**config.mk**
```make
export PLATFORM = sky130hd
export DESIGN_NAME = multicycle_controller_flat
export DESIGN_NICKNAME = d
export VERILOG_FILES = /design/src/rtl/multicycle_controller_if.sv /design/src/rtl/multicycle_controller.sv /design/src/flat_wrapper.sv
export SDC_FILE = /design/constraint.sdc
export NUM_CORES = 1
export LEC_CHECK = 0
export ABC_AREA = 1
export ABC_CLOCK_PERIOD_IN_PS = 1750
export BUFFER_PORTS_ARGS = -buffer_cell sky130_fd_sc_hd__buf_2
export CAP_MARGIN = 30
export CORE_ASPECT_RATIO = 0.9
export CORE_MARGIN = 3
export CORE_UTILIZATION = 31
export CTS_BUF_LIST = sky130_fd_sc_hd__clkbuf_2 sky130_fd_sc_hd__clkbuf_4 sky130_fd_sc_hd__clkbuf_8
export DETAILED_ROUTE_END_ITERATION = 6
export PLACE_DENSITY = 0.55
export SYNTH_ARGS = -nofsm -noshare
export SYNTH_HDL_FRONTEND = slang
export SYNTH_SLANG_ARGS = --single-unit
```
**constraint.sdc**
```tcl
create_clock -name clk -period 1.75 [get_ports clk]
set_input_delay 0 -clock clk [delete_from_list [all_inputs] [get_ports clk]]
set_output_delay 0 -clock clk [all_outputs]
set_load 0.01 [all_outputs]
```
**src/rtl/multicycle_controller_if.sv**
```systemverilog
// multicycle_controller_if: control bus between the multicycle datapath and its controller.
// MEM_WAIT_EN adds the MemReady handshake input.
interface multicycle_controller_if #(parameter int CNT_W = 32);
  logic [6:0] op;
  logic [2:0] funct3;
  logic funct7b5;
  logic Zero;
`ifdef MEM_WAIT_EN
  logic MemReady;
`endif
  logic PCWrite;
  logic AdrSrc;
  logic MemWrite;
  logic IRWrite;
  logic [1:0] ResultSrc;
  logic [1:0] ALUSrcA;
  logic [1:0] ALUSrcB;
  logic [1:0] ImmSrc;
  logic RegWrite;
  logic [2:0] ALUControl;
  logic [3:0] State;
  logic [CNT_W-1:0] InstrRetired;
  modport master (
`ifdef MEM_WAIT_EN
    output MemReady,
`endif
    output op, funct3, funct7b5, Zero,
    input PCWrite, AdrSrc, MemWrite, IRWrite, ResultSrc, ALUSrcA, ALUSrcB, ImmSrc,
    input RegWrite, ALUControl, State, InstrRetired
  );
  modport slave (
`ifdef MEM_WAIT_EN
    input MemReady,
`endif
    input op, funct3, funct7b5, Zero,
    output PCWrite, AdrSrc, MemWrite, IRWrite, ResultSrc, ALUSrcA, ALUSrcB, ImmSrc,
    output RegWrite, ALUControl, State, InstrRetired
  );
endinterface

```
**src/rtl/multicycle_controller.sv**
```systemverilog
// multicycle_controller: main FSM of the multicycle RV32I-subset core with retired-instruction counter.
// MEM_WAIT_EN makes Fetch, MemRead and MemWr wait for MemReady.
module multicycle_controller #(
  parameter int CNT_W = 32
) (
  input logic clk,
  input logic reset,
  multicycle_controller_if.slave bus
);
  typedef enum logic [3:0] {
    S_FETCH  = 4'd0,
    S_DECODE = 4'd1,
    S_MEMADR = 4'd2,
    S_MEMRD  = 4'd3,
    S_MEMWB  = 4'd4,
    S_MEMWR  = 4'd5,
    S_EXR    = 4'd6,
    S_ALUWB  = 4'd7,
    S_EXI    = 4'd8,
    S_JAL    = 4'd9,
    S_BEQ    = 4'd10
  } state_t;
  localparam logic [6:0] OP_LW = 7'b0000011, OP_SW = 7'b0100011, OP_R = 7'b0110011;
  localparam logic [6:0] OP_I = 7'b0010011, OP_JAL = 7'b1101111, OP_BEQ = 7'b1100011;
  state_t state, next;
  logic ready, retire, branch, pc_update, adr_src, mem_write, ir_write, reg_write;
  logic [1:0] result_src, src_a, src_b, alu_op, imm_src;
  logic [2:0] alu_r, alu_ctl;
  logic [CNT_W-1:0] retired;
`ifdef MEM_WAIT_EN
  assign ready = bus.MemReady;
`else
  assign ready = 1'b1;
`endif
  assign retire = state == S_MEMWB || state == S_ALUWB || state == S_BEQ || (state == S_MEMWR && ready);
  always_ff @(posedge clk or negedge reset) begin
    if (!reset) begin
      state <= S_FETCH;
      retired <= '0;
    end else begin
      state <= next;
      if (retire) retired <= retired + CNT_W'(1);
    end
  end
  always_comb begin
    next = S_FETCH;
    adr_src = 1'b0;
    mem_write = 1'b0;
    ir_write = 1'b0;
    reg_write = 1'b0;
    result_src = 2'b00;
    src_a = 2'b00;
    src_b = 2'b00;
    alu_op = 2'b00;
    branch = 1'b0;
    pc_update = 1'b0;
    case (state)
      S_FETCH: begin
        src_b = 2'b10;
        result_src = 2'b10;
        ir_write = ready;
        pc_update = ready;
        next = ready ? S_DECODE : S_FETCH;
      end
      S_DECODE: begin
        src_a = 2'b01;
        src_b = 2'b01;
        next = (bus.op == OP_LW || bus.op == OP_SW) ? S_MEMADR :
               bus.op == OP_R   ? S_EXR :
               bus.op == OP_I   ? S_EXI :
               bus.op == OP_JAL ? S_JAL :
               bus.op == OP_BEQ ? S_BEQ : S_FETCH;
      end
      S_MEMADR: begin
        src_a = 2'b10;
        src_b = 2'b01;
        next = bus.op == OP_LW ? S_MEMRD : S_MEMWR;
      end
      S_MEMRD: begin
        adr_src = 1'b1;
        next = ready ? S_MEMWB : S_MEMRD;
      end
      S_MEMWB: begin
        result_src = 2'b01;
        reg_write = 1'b1;
      end
      S_MEMWR: begin
        adr_src = 1'b1;
        mem_write = 1'b1;
        next = ready ? S_FETCH : S_MEMWR;
      end
      S_EXR: begin
        src_a = 2'b10;
        alu_op = 2'b10;
        next = S_ALUWB;
      end
      S_ALUWB: reg_write = 1'b1;
      S_EXI: begin
        src_a = 2'b10;
        src_b = 2'b01;
        alu_op = 2'b10;
        next = S_ALUWB;
      end
      S_JAL: begin
        src_a = 2'b01;
        src_b = 2'b10;
        pc_update = 1'b1;
        next = S_ALUWB;
      end
      S_BEQ: begin
        src_a = 2'b10;
        alu_op = 2'b01;
        branch = 1'b1;
      end
      default: ;
    endcase
  end
  always_comb begin
    case (bus.funct3)
      3'b000: alu_r = (bus.op[5] & bus.funct7b5) ? 3'b001 : 3'b000;
      3'b010: alu_r = 3'b101;
      3'b110: alu_r = 3'b011;
      3'b111: alu_r = 3'b010;
      default: alu_r = 3'b000;
    endcase
  end
  assign alu_ctl = alu_op == 2'b01 ? 3'b001 : alu_op == 2'b10 ? alu_r : 3'b000;
  assign imm_src = bus.op == OP_SW ? 2'b01 : bus.op == OP_BEQ ? 2'b10 : bus.op == OP_JAL ? 2'b11 : 2'b00;
  // Write enables are gated by reset so nothing fires while S0 is forced.
  assign bus.PCWrite = reset & ((branch & bus.Zero) | pc_update);
  assign bus.IRWrite = reset & ir_write;
  assign bus.MemWrite = reset & mem_write;
  assign bus.RegWrite = reset & reg_write;
  assign bus.AdrSrc = adr_src;
  assign bus.ResultSrc = result_src;
  assign bus.ALUSrcA = src_a;
  assign bus.ALUSrcB = src_b;
  assign bus.ImmSrc = imm_src;
  assign bus.ALUControl = alu_ctl;
  assign bus.State = state;
  assign bus.InstrRetired = retired;
endmodule

```
**src/flat_wrapper.sv**
```systemverilog
// flat-port wrapper written by rule: the top's interface ports become plain ports
module multicycle_controller_flat 
#(
  parameter int CNT_W = 32
)
  (clk, reset, bus_op, bus_funct3, bus_funct7b5, bus_Zero, bus_PCWrite, bus_AdrSrc, bus_MemWrite, bus_IRWrite, bus_ResultSrc, bus_ALUSrcA, bus_ALUSrcB, bus_ImmSrc, bus_RegWrite, bus_ALUControl, bus_State, bus_InstrRetired);
  multicycle_controller_if #(.CNT_W(CNT_W)) bus_i ();
  input logic clk;
  input logic reset;
  input wire logic [$bits(bus_i.op)-1:0] bus_op;
  input wire logic [$bits(bus_i.funct3)-1:0] bus_funct3;
  input wire logic [$bits(bus_i.funct7b5)-1:0] bus_funct7b5;
  input wire logic [$bits(bus_i.Zero)-1:0] bus_Zero;
  output wire logic [$bits(bus_i.PCWrite)-1:0] bus_PCWrite;
  output wire logic [$bits(bus_i.AdrSrc)-1:0] bus_AdrSrc;
  output wire logic [$bits(bus_i.MemWrite)-1:0] bus_MemWrite;
  output wire logic [$bits(bus_i.IRWrite)-1:0] bus_IRWrite;
  output wire logic [$bits(bus_i.ResultSrc)-1:0] bus_ResultSrc;
  output wire logic [$bits(bus_i.ALUSrcA)-1:0] bus_ALUSrcA;
  output wire logic [$bits(bus_i.ALUSrcB)-1:0] bus_ALUSrcB;
  output wire logic [$bits(bus_i.ImmSrc)-1:0] bus_ImmSrc;
  output wire logic [$bits(bus_i.RegWrite)-1:0] bus_RegWrite;
  output wire logic [$bits(bus_i.ALUControl)-1:0] bus_ALUControl;
  output wire logic [$bits(bus_i.State)-1:0] bus_State;
  output wire logic [$bits(bus_i.InstrRetired)-1:0] bus_InstrRetired;
  assign bus_i.op = bus_op;
  assign bus_i.funct3 = bus_funct3;
  assign bus_i.funct7b5 = bus_funct7b5;
  assign bus_i.Zero = bus_Zero;
  assign bus_PCWrite = bus_i.PCWrite;
  assign bus_AdrSrc = bus_i.AdrSrc;
  assign bus_MemWrite = bus_i.MemWrite;
  assign bus_IRWrite = bus_i.IRWrite;
  assign bus_ResultSrc = bus_i.ResultSrc;
  assign bus_ALUSrcA = bus_i.ALUSrcA;
  assign bus_ALUSrcB = bus_i.ALUSrcB;
  assign bus_ImmSrc = bus_i.ImmSrc;
  assign bus_RegWrite = bus_i.RegWrite;
  assign bus_ALUControl = bus_i.ALUControl;
  assign bus_State = bus_i.State;
  assign bus_InstrRetired = bus_i.InstrRetired;
  multicycle_controller #(.CNT_W(CNT_W)) u_core (.clk(clk), .reset(reset), .bus(bus_i));
endmodule
```
Word level (Yosys, flattened, before mapping). Cells that the tools add are included.

Equality and inequality tests: 21. Bitwise operators: 7. Muxes and demuxes: 24. Add/subtract/negate cells: 1. Reduce and logical (&&, ||, !) cells: 14.

Operator list (number): 32-bit by 1-bit adder with 32-bit output (second input constant) (1); 4-bit 2-to-1 mux (5); 4-bit case mux with 5 select lines (1); 4-bit by 3-bit equality test with 1-bit output (second input constant) (4); 2-bit case mux with 2 select lines (4); 7-bit by 6-bit equality test with 1-bit output (second input constant) (2); 7-bit equality test (second input constant) (2); 4-bit equality test (second input constant) (3); 3-bit case mux with 4 select lines (1); 2-bit OR reduction (5); 3-bit 2-to-1 mux (3); 4-bit by 2-bit equality test with 1-bit output (second input constant) (2); 7-bit by 2-bit equality test with 1-bit output (second input constant) (1); 7-bit by 5-bit equality test with 1-bit output (second input constant) (1); 1-bit 2-to-1 mux (7); 1-bit AND (6); 3-bit equality test (second input constant) (2); 2-bit 2-to-1 mux (3); 3-bit OR reduction (2); 4-bit by 1-bit equality test with 1-bit output (second input constant) (1); 4-bit logical NOT (1); 1-bit logical OR (4); 4-bit OR reduction (1); 3-bit by 2-bit equality test with 1-bit output (second input constant) (1); other kinds (4) (4).

Register bits after elaboration: 36. Bits of input ports: 14. Output and inout port bits: 52.

Depth between registers and ports, before layout. Gate-level depths: netlist of run 1.

Word-level depth: 7. Mapped depth: 10. Gate-level depth less buffers: 10.

Worst setup path after synthesis of run 1. OpenSTA, ideal clock, no wires.

Path kind: reg-to-reg. Start point: register u_core.retired[0], in the netlist u_core.bus.InstrRetired[0]. End point: register u_core.retired[24], in the netlist u_core.bus.InstrRetired[24]. Library setup time: 113 ps. Path buffers: 0. Required time: 1637 ps. Arrival: 1372 ps. Setup slack: 265 ps. Stages on the path, launching flop included: 9. Cell sequence: dfrtp_1 ha_1 nand3_2 nor2_4 nand3_2 nor2_2 nand3_1 nand2_1 inv_1.

Word-level cells in the longest chain between the ends: 1.

RTL lines: start: declaration (line multicycle_controller.sv:29) `logic [CNT_W-1:0] retired;`; start signal: assignment (line multicycle_controller.sv:42) `if (retire) retired <= retired + CNT_W'(1);`; 32-bit by 1-bit adder with 32-bit output (line multicycle_controller.sv:42).

Every way passes these cells. A chain may end at the register's enable or synchronous reset.

Worst setup path in the final report of run 1.
Start point: register u_core.state[1], in the netlist u_core.bus.State[1]. End point: register u_core.retired[21], in the netlist u_core.bus.InstrRetired[21].

Word-level cells in the longest chain between the ends: 4. Elaborated cells on any way between the ends: 7.

RTL lines: start: declaration (line multicycle_controller.sv:25) `state_t state, next;`; start signal: assignment (line multicycle_controller.sv:41) `state <= next;`; 4-bit by 3-bit equality test with 1-bit output (line multicycle_controller.sv:35) `assign retire = state == S_MEMWB || state == S_ALUWB || state == S_BEQ || (state == S_MEMWR && ready);`; 1-bit logical OR (2 in series) (line multicycle_controller.sv:35); 1-bit logical OR (*) (line multicycle_controller.sv:35).

Every way passes the cells marked *; elsewhere a longest branch is shown, timed or not.

==> results.cfg, run 1 <==
[sta]
layout_min_cycle_time_ns = 1.59
finalSetupViolCount = 0
fin_skew_ns = 0.00871
setup-tns-final_ns = 0
timing_hold_violations_final = 0
slew-limit-headroom_pct = 61.4
fmaxAchievable_mhz = 627
rsz_0062_raised_after_global_routing = false
post_route_hold_slack_ns = 0.0102
number_of_max_slew_violations_in_the_final_report = 0
fin_crit_sh_pct = 91.1
worst_margin_pin_slew_ns = 0.575

[cells_and_area]
fin_cells = 528
fin_nets = 449
antenna_cells_inserted = 0
layout-drive-gt1-share_pct = 22.8
layout.core_utilization_pct = 40.7
syn2layout_area_growth_pct = 23.4

[die]
fp.dieArea_um2 = 8820
start_util_pct = 33.0
die-height_um = 89.4
number_of_i_o_pins = 66
die_extent_in_x_um = 98.7
fp-row-count = 29
placeableCoreArea_um2 = 7260

[grt]
grt_pass1_wl_um = 11200
grt_start_max_net_pins = 37
grt_pass1_vias = 2395
grt_overflow = 0
groute.usage.overall_pct = 15.9
antenna_found_initial = 0

[worst_setup_path]
setup.worst_path.end_class = flip-flop
critical_path.startpoint_type = flip-flop
reg2reg_from = u_core.bus.State[1]
critical-path-top-cell-by-count = nand2_1
slowest_stage = dfrtp_1
critPathMaxFanout = 15
worstPathRequired_ns = 1.94
crit_arrival_ns = 1.78
setup_cp_type = reg -> reg
crit_path_start = u_core.bus.State[1]
crit_path_max_incr_delay_ns = 0.46
crit_chain = inv_1 > nor2_1 > nand2_1 > nand2_4 > nand2_2 > nor2_2 > nand3_1 > nand2_1 > nand2_1

[outcome]
status = finished, final reports clean

[cts]
clock-sinks = 36
clockRootBuffer = clkbuf_8
clock_transition_at_the_register_clock_pins_on_the_worst_setup_and_hold_paths_after_cts_ns = 0.07
cts_htree_levels = 2
tritoncts = yes
cts.path.max_buffers = 2
cts_setup_buffers = 0
numCtsBuffers = 5
clock_latency_ns = 0.29

[drt]
route.vias.total = 2447
remaining_drc_errors = 0
drtPass1Iterations = 4
antenna_violating_nets_post_route = 0
detail_route.wirelength_um = 6630
wl_per_cell_um = 12.6
drt-vias-per-instance = 4.63
initialDrtViolationCount = 161

[yosys]
yosysTopAreaCell = dfrtp_1
ys.flop_type = dfrtp_1
synth-seq-cells = 36
yosysSeqAreaShare_pct = 37.6
yosys_warnings = 0
synthTopCellsByCount = nand2_1, nor2_1, inv_1, dfrtp_1, nand3_1
synthCells = 359
synthArstFlopShare_pct = 100
synth_enable_flop_cells = 0
synth_top_area_share_pct = 37.6
synthesis.area_um2 = 2400
synth.lib_cells_used.distinct = 24
synth_fp_nets = 374
post-synth-top-count-cell = nand2_1
synth_area_per_cell_um2 = 6.67
area_contributors_post_synth = dfrtp_1, nand2_1, nor2_1

[placement]
finalWeightedCongestion = 0.895
number_of_port_buffers = 65
placed_cells = 519
post-dp-hpwl_um = 5190

[run]
maxCapViolations = 0

[pwr]
finalPower_mw = 2.17
power_density_nw_per_um2 = 734
vdd_drop_max_v = 0.000489
leakage_power_total_nw = 1.52

[worst_hold_path]
hold_class = in -> reg
worst_hold_launch = bus_op[4]
-- per-stage QoR --
stage	cell area, µm²	setup slack, ns
5_1_grt	2960	0.000626
3_5_place_dp	2850	0.151
4_1_cts	2950	0.0908
2_1_floorplan	2400	0.265
6_report	2960	0.155
3_3_place_gp	2850	0.202
-- where the power goes --
group | internal, mW | leakage, nW | switching [mW]
Clock | 0.314 | 0.0510 | 0.317
Sequential | 0.889 | 0.493 | 0.0921
Combinational | 0.206 | 0.971 | 0.352
-- cells by family (layout without fill, tap and decap cells) --
family,after synthesis,in the layout,share of synthesized area [%]
AO/OA/AOI/OAI,8,8,1.72
XOR/XNOR,17,17,6.21
adder cells (fa/ha/maj),1,1,0.522
buffers and inverters,44,120,7.52
flip-flops,36,36,37.6
AND/OR/NAND/NOR,253,253,46.4
-- repair_timing --
action	4_1_cts	5_1_grt
hold buffers	1	0
resized for setup	1	4
pin swaps	0	0
endpoints found under the hold margin	36	0
endpoints found under the setup margin	2	8
-- sequential cells by signal, indices dropped and copies added, names as in the netlist --
| name | cells |
|---|---|
| u_core.bus.InstrRetired | 32 |
| u_core.bus.State | 4 |
-- metal layers --
| metal | global-route usage [%] | wire length (µm) | part of all wire [%] | vias up |
|---|---|---|---|---|
| li1 | - | - | - | 1257 |
| met1 | 21.6 | 3200 | 48 | 1106 |
| met4 | 4.47 | 72 | 1.1 | 0 |
| met2 | 25.8 | 2890 | 44 | 77 |
| met3 | 3.59 | 464 | 7.0 | 7 |
| met5 | 0 | 0 | 0 | - |
-- final cells by class --
cell class | instances | area [µm²]
multi-input cells | 279 | 1320
inverters | 42 | 158
clock buffers | 6 | 82.6
flip-flops and latches | 36 | 903
repair buffers | 70 | 365
clock inverters | 2 | 10.0
fillers | 803 | 4300
well taps | 93 | 116
-- cells in the final DEF, fill, tap and decap left out, types with 2 or more instances in the layout --
cell and instances:
nand3_1 23, nand4_1 9, buf_4 4, nor3_1 6, clkbuf_8 6, nor2_2 6
o21ai_0 4, xnor2_1 8, nand2_2 5, nand3b_1 3, nor2_1 59, inv_1 42
dfrtp_2 2, dfrtp_1 34, nand2_1 130, xor2_1 9, nand3_2 3, nor2_4 4
a21oi_1 2, buf_2 65, clkinv_2 2
-- final timing paths --
path                                                to  cells past startpoint  slack, ns
setup / recovery           u_core.bus.InstrRetired[21]                      9       0.16
hold / removal                     u_core.bus.State[3]                      4       0.01
min in group asynchronous  u_core.bus.InstrRetired[17]                      3       0.32
setup reg to reg           u_core.bus.InstrRetired[21]                      9       0.16
max in group asynchronous          u_core.bus.State[2]                      3       1.06
hold reg to reg            u_core.bus.InstrRetired[22]                      1       0.52
-- critical path, delay by kind of cell, from the launching register on --
family | cells | cell delay, ns
simple gates | 8 | 0.93
flops | 1 | 0.46
buf+inv | 1 | 0.10
Note: power is estimated with default switching activity, not from simulation.
==> run 2, diff against run 1 <==
--- a/config.mk
+++ b/config.mk
@@ -5,16 +5,14 @@
 export SDC_FILE = /design/constraint.sdc
 export NUM_CORES = 1
 export LEC_CHECK = 0
-export ABC_AREA = 1
-export ABC_CLOCK_PERIOD_IN_PS = 1750
 export BUFFER_PORTS_ARGS = -buffer_cell sky130_fd_sc_hd__buf_2
 export CAP_MARGIN = 30
 export CORE_ASPECT_RATIO = 0.9
 export CORE_MARGIN = 3
-export CORE_UTILIZATION = 31
+export CORE_UTILIZATION = 25
 export CTS_BUF_LIST = sky130_fd_sc_hd__clkbuf_2 sky130_fd_sc_hd__clkbuf_4 sky130_fd_sc_hd__clkbuf_8
 export DETAILED_ROUTE_END_ITERATION = 6
-export PLACE_DENSITY = 0.55
+export PLACE_DENSITY = 0.48
 export SYNTH_ARGS = -nofsm -noshare
 export SYNTH_HDL_FRONTEND = slang
 export SYNTH_SLANG_ARGS = --single-unit
==> run 2 against run 1 <==
Utilization fell by 4.0 points. Power rose by 1.9%. Worst hold slack improved by 0.091 ns. Critical path depth is 4 lower. Largest cell class unchanged. Via count down 28%. Cell count fell by 27%. Synthesized area down 18%. Combinational power is 14% higher.
==> results.cfg, run 2 <==
[outcome]
status = finished, final reports clean

[die]
number_of_i_o_pins = 66
placeableCoreArea_um2 = 7330
fp-row-count = 29
start_util_pct = 26.7
die_extent_in_x_um = 99.3
die-height_um = 89.9
fp.dieArea_um2 = 8930

[yosys]
synthesis.area_um2 = 1960
synth_area_per_cell_um2 = 9.69
synth_enable_flop_cells = 0
yosysTopAreaCell = dfrtp_1
post-synth-top-count-cell = dfrtp_1
yosys_warnings = 0
ys.flop_type = dfrtp_1
synth-seq-cells = 36
synthTopCellsByCount = dfrtp_1, nand2_1, nor2_1, xor2_1, xnor2_1
synthCells = 202
synth.lib_cells_used.distinct = 37
synth_top_area_share_pct = 46.0
synth_fp_nets = 217
synthArstFlopShare_pct = 100
yosysSeqAreaShare_pct = 46.0
area_contributors_post_synth = dfrtp_1, xor2_1, xnor2_1

[sta]
number_of_max_slew_violations_in_the_final_report = 0
post-route-worst-setup-slack_ns = 0.0882
timing_hold_violations_final = 0
worst_margin_pin_slew_ns = 0.364
setup-tns-final_ns = 0
fin_skew_ns = 0.00400
post_route_hold_slack_ns = 0.101
finalSetupViolCount = 0
rsz_0062_raised_after_global_routing = true
fin_crit_sh_pct = 95.0
slew-limit-headroom_pct = 75.5
fmaxAchievable_mhz = 602
layout_min_cycle_time_ns = 1.66

[cts]
clock_latency_ns = 0.29
clock-sinks = 36
clockRootBuffer = clkbuf_8
numCtsBuffers = 5
cts.path.max_buffers = 2
tritoncts = yes
cts_htree_levels = 2
clock_transition_at_the_register_clock_pins_on_the_worst_setup_and_hold_paths_after_cts_ns = 0.07

[grt]
grt.met3_usage_pct = 2.01
global_route.peak_usage_layer = met2
groute.usage.overall_pct = 11.2
grt_pass1_vias = 1703
grt_start_max_net_pins = 25
grt_overflow = 0
antenna_found_initial = 0
grt.met2_usage_pct = 17.7
grt_pass1_wl_um = 8270
grt.met1_usage_pct = 15.1

[cells_and_area]
layout-drive-gt1-share_pct = 39.2
layout_common_cells = buf_2, dfrtp_1, nand2_1, buf_4, nor2_1
number_of_flip_flops_under_the_largest_register_name = 32
syn2layout_area_growth_pct = 37.5
multi_input_area_um2 = 1050
layout.cells.most_common = buf_2
seqCellArea_um2 = 901
fin_nets = 307
layout.core_utilization_pct = 36.7
antenna_cells_inserted = 0
fin_cells = 386
final.fill_count = 785
stdcell_area_um2 = 2690

[worst_hold_path]
hold_class = in -> reg
worst_hold_launch = bus_op[4]
hold_ep = u_core.bus.State[1]
hold-path-cell-count = 3

[pwr]
finalPower_mw = 2.21
vdd_drop_max_v = 0.000561
power_density_nw_per_um2 = 822
leakage_power_total_nw = 1.41

[placement]
number_of_port_buffers = 65
preCtsSetupSlack_ns = 0.0901
placedInstanceArea_um2 = 2530
post-dp-hpwl_um = 3740
finalWeightedCongestion = 0.762
placed_cells = 375

[worst_setup_path]
regToRegEndpoint = u_core.bus.InstrRetired[20]
setup_cp_type = reg -> out
setup.worst_path.end_class = primary output
critical_path.startpoint_type = flip-flop
critPathMaxFanout = 14
r2r_cells = 5
reg2reg_from = u_core.bus.InstrRetired[12]
worstPathRequired_ns = 1.75
crit_arrival_ns = 1.66
ff2ff_setup_slack_ns = 0.13

[run]
maxCapViolations = 0

[drt]
route.vias.total = 1763
drt-vias-per-instance = 4.57
remaining_drc_errors = 0
antenna_violating_nets_post_route = 0
detail_route.wirelength_um = 4990
wl_per_cell_um = 12.9
drtPass1Iterations = 4
initialDrtViolationCount = 46
-- run 2: cells by family after synthesis --
kind of cell,synth area share (%)
compound gates,6.39
xor+xnor,14.8
fa+ha+maj,0.639
buf+inv,2.69
flops,46.0
mux,1.15
simple gates,28.3
-- run 2: area by class of cell --
class | count | share of cell area (%)
inverter | 8 | 1.12
timing repair buffer | 88 | 18.6
clock buffer | 8 | 3.63
tap | 93 | 4.32
multi-input combinational | 153 | 38.9
sequential | 36 | 33.5
-- run 2: how the worst max path moves through the flow --
stage | slack (ns) | to | from
floorplan | 0.09 | u_core.bus.InstrRetired[12] | u_core.bus.State[3]
detailed placement | 0.09 | u_core.bus.InstrRetired[30] | u_core.bus.InstrRetired[8]
finish | 0.09 | bus_PCWrite | u_core.bus.State[1]
global route | -0.02 | bus_ALUControl[2] | u_core.bus.State[1]
global placement | 0.12 | u_core.bus.InstrRetired[31] | u_core.bus.InstrRetired[8]
CTS | 0.01 | bus_PCWrite | u_core.bus.State[1]
-- run 2: repair_timing --
item	4_1_cts	5_1_grt
endpoints found under the setup margin	1	8
endpoints found under the hold margin	12	0
gates resized for setup	1	8
setup buffers	0	2
hold buffers	1	0
pin swaps	0	2
-- run 2: report_power, final --
group          total (mW)  leakage [nW]  internal (mW)  switching (mW)
logic               0.639         0.862          0.279           0.360
registers           0.928         0.495          0.885          0.0429
clock network       0.644        0.0523          0.352           0.292
total                2.21          1.41           1.52           0.695
-- run 2: routing by layer --
metal  up-vias  routed length [µm]
met1       826                2280
met5         -                   0
met2        48                2340
met3         7                 287
met4         0                  81
li1        882                   -
-- run 2: worst max-delay path: stages (launching register included) --
cell       delay (ns)
dfrtp_1          0.38
buf_4            0.18
inv_1            0.11
nand2_1          0.12
a2111oi_2        0.39
buf_2            0.19
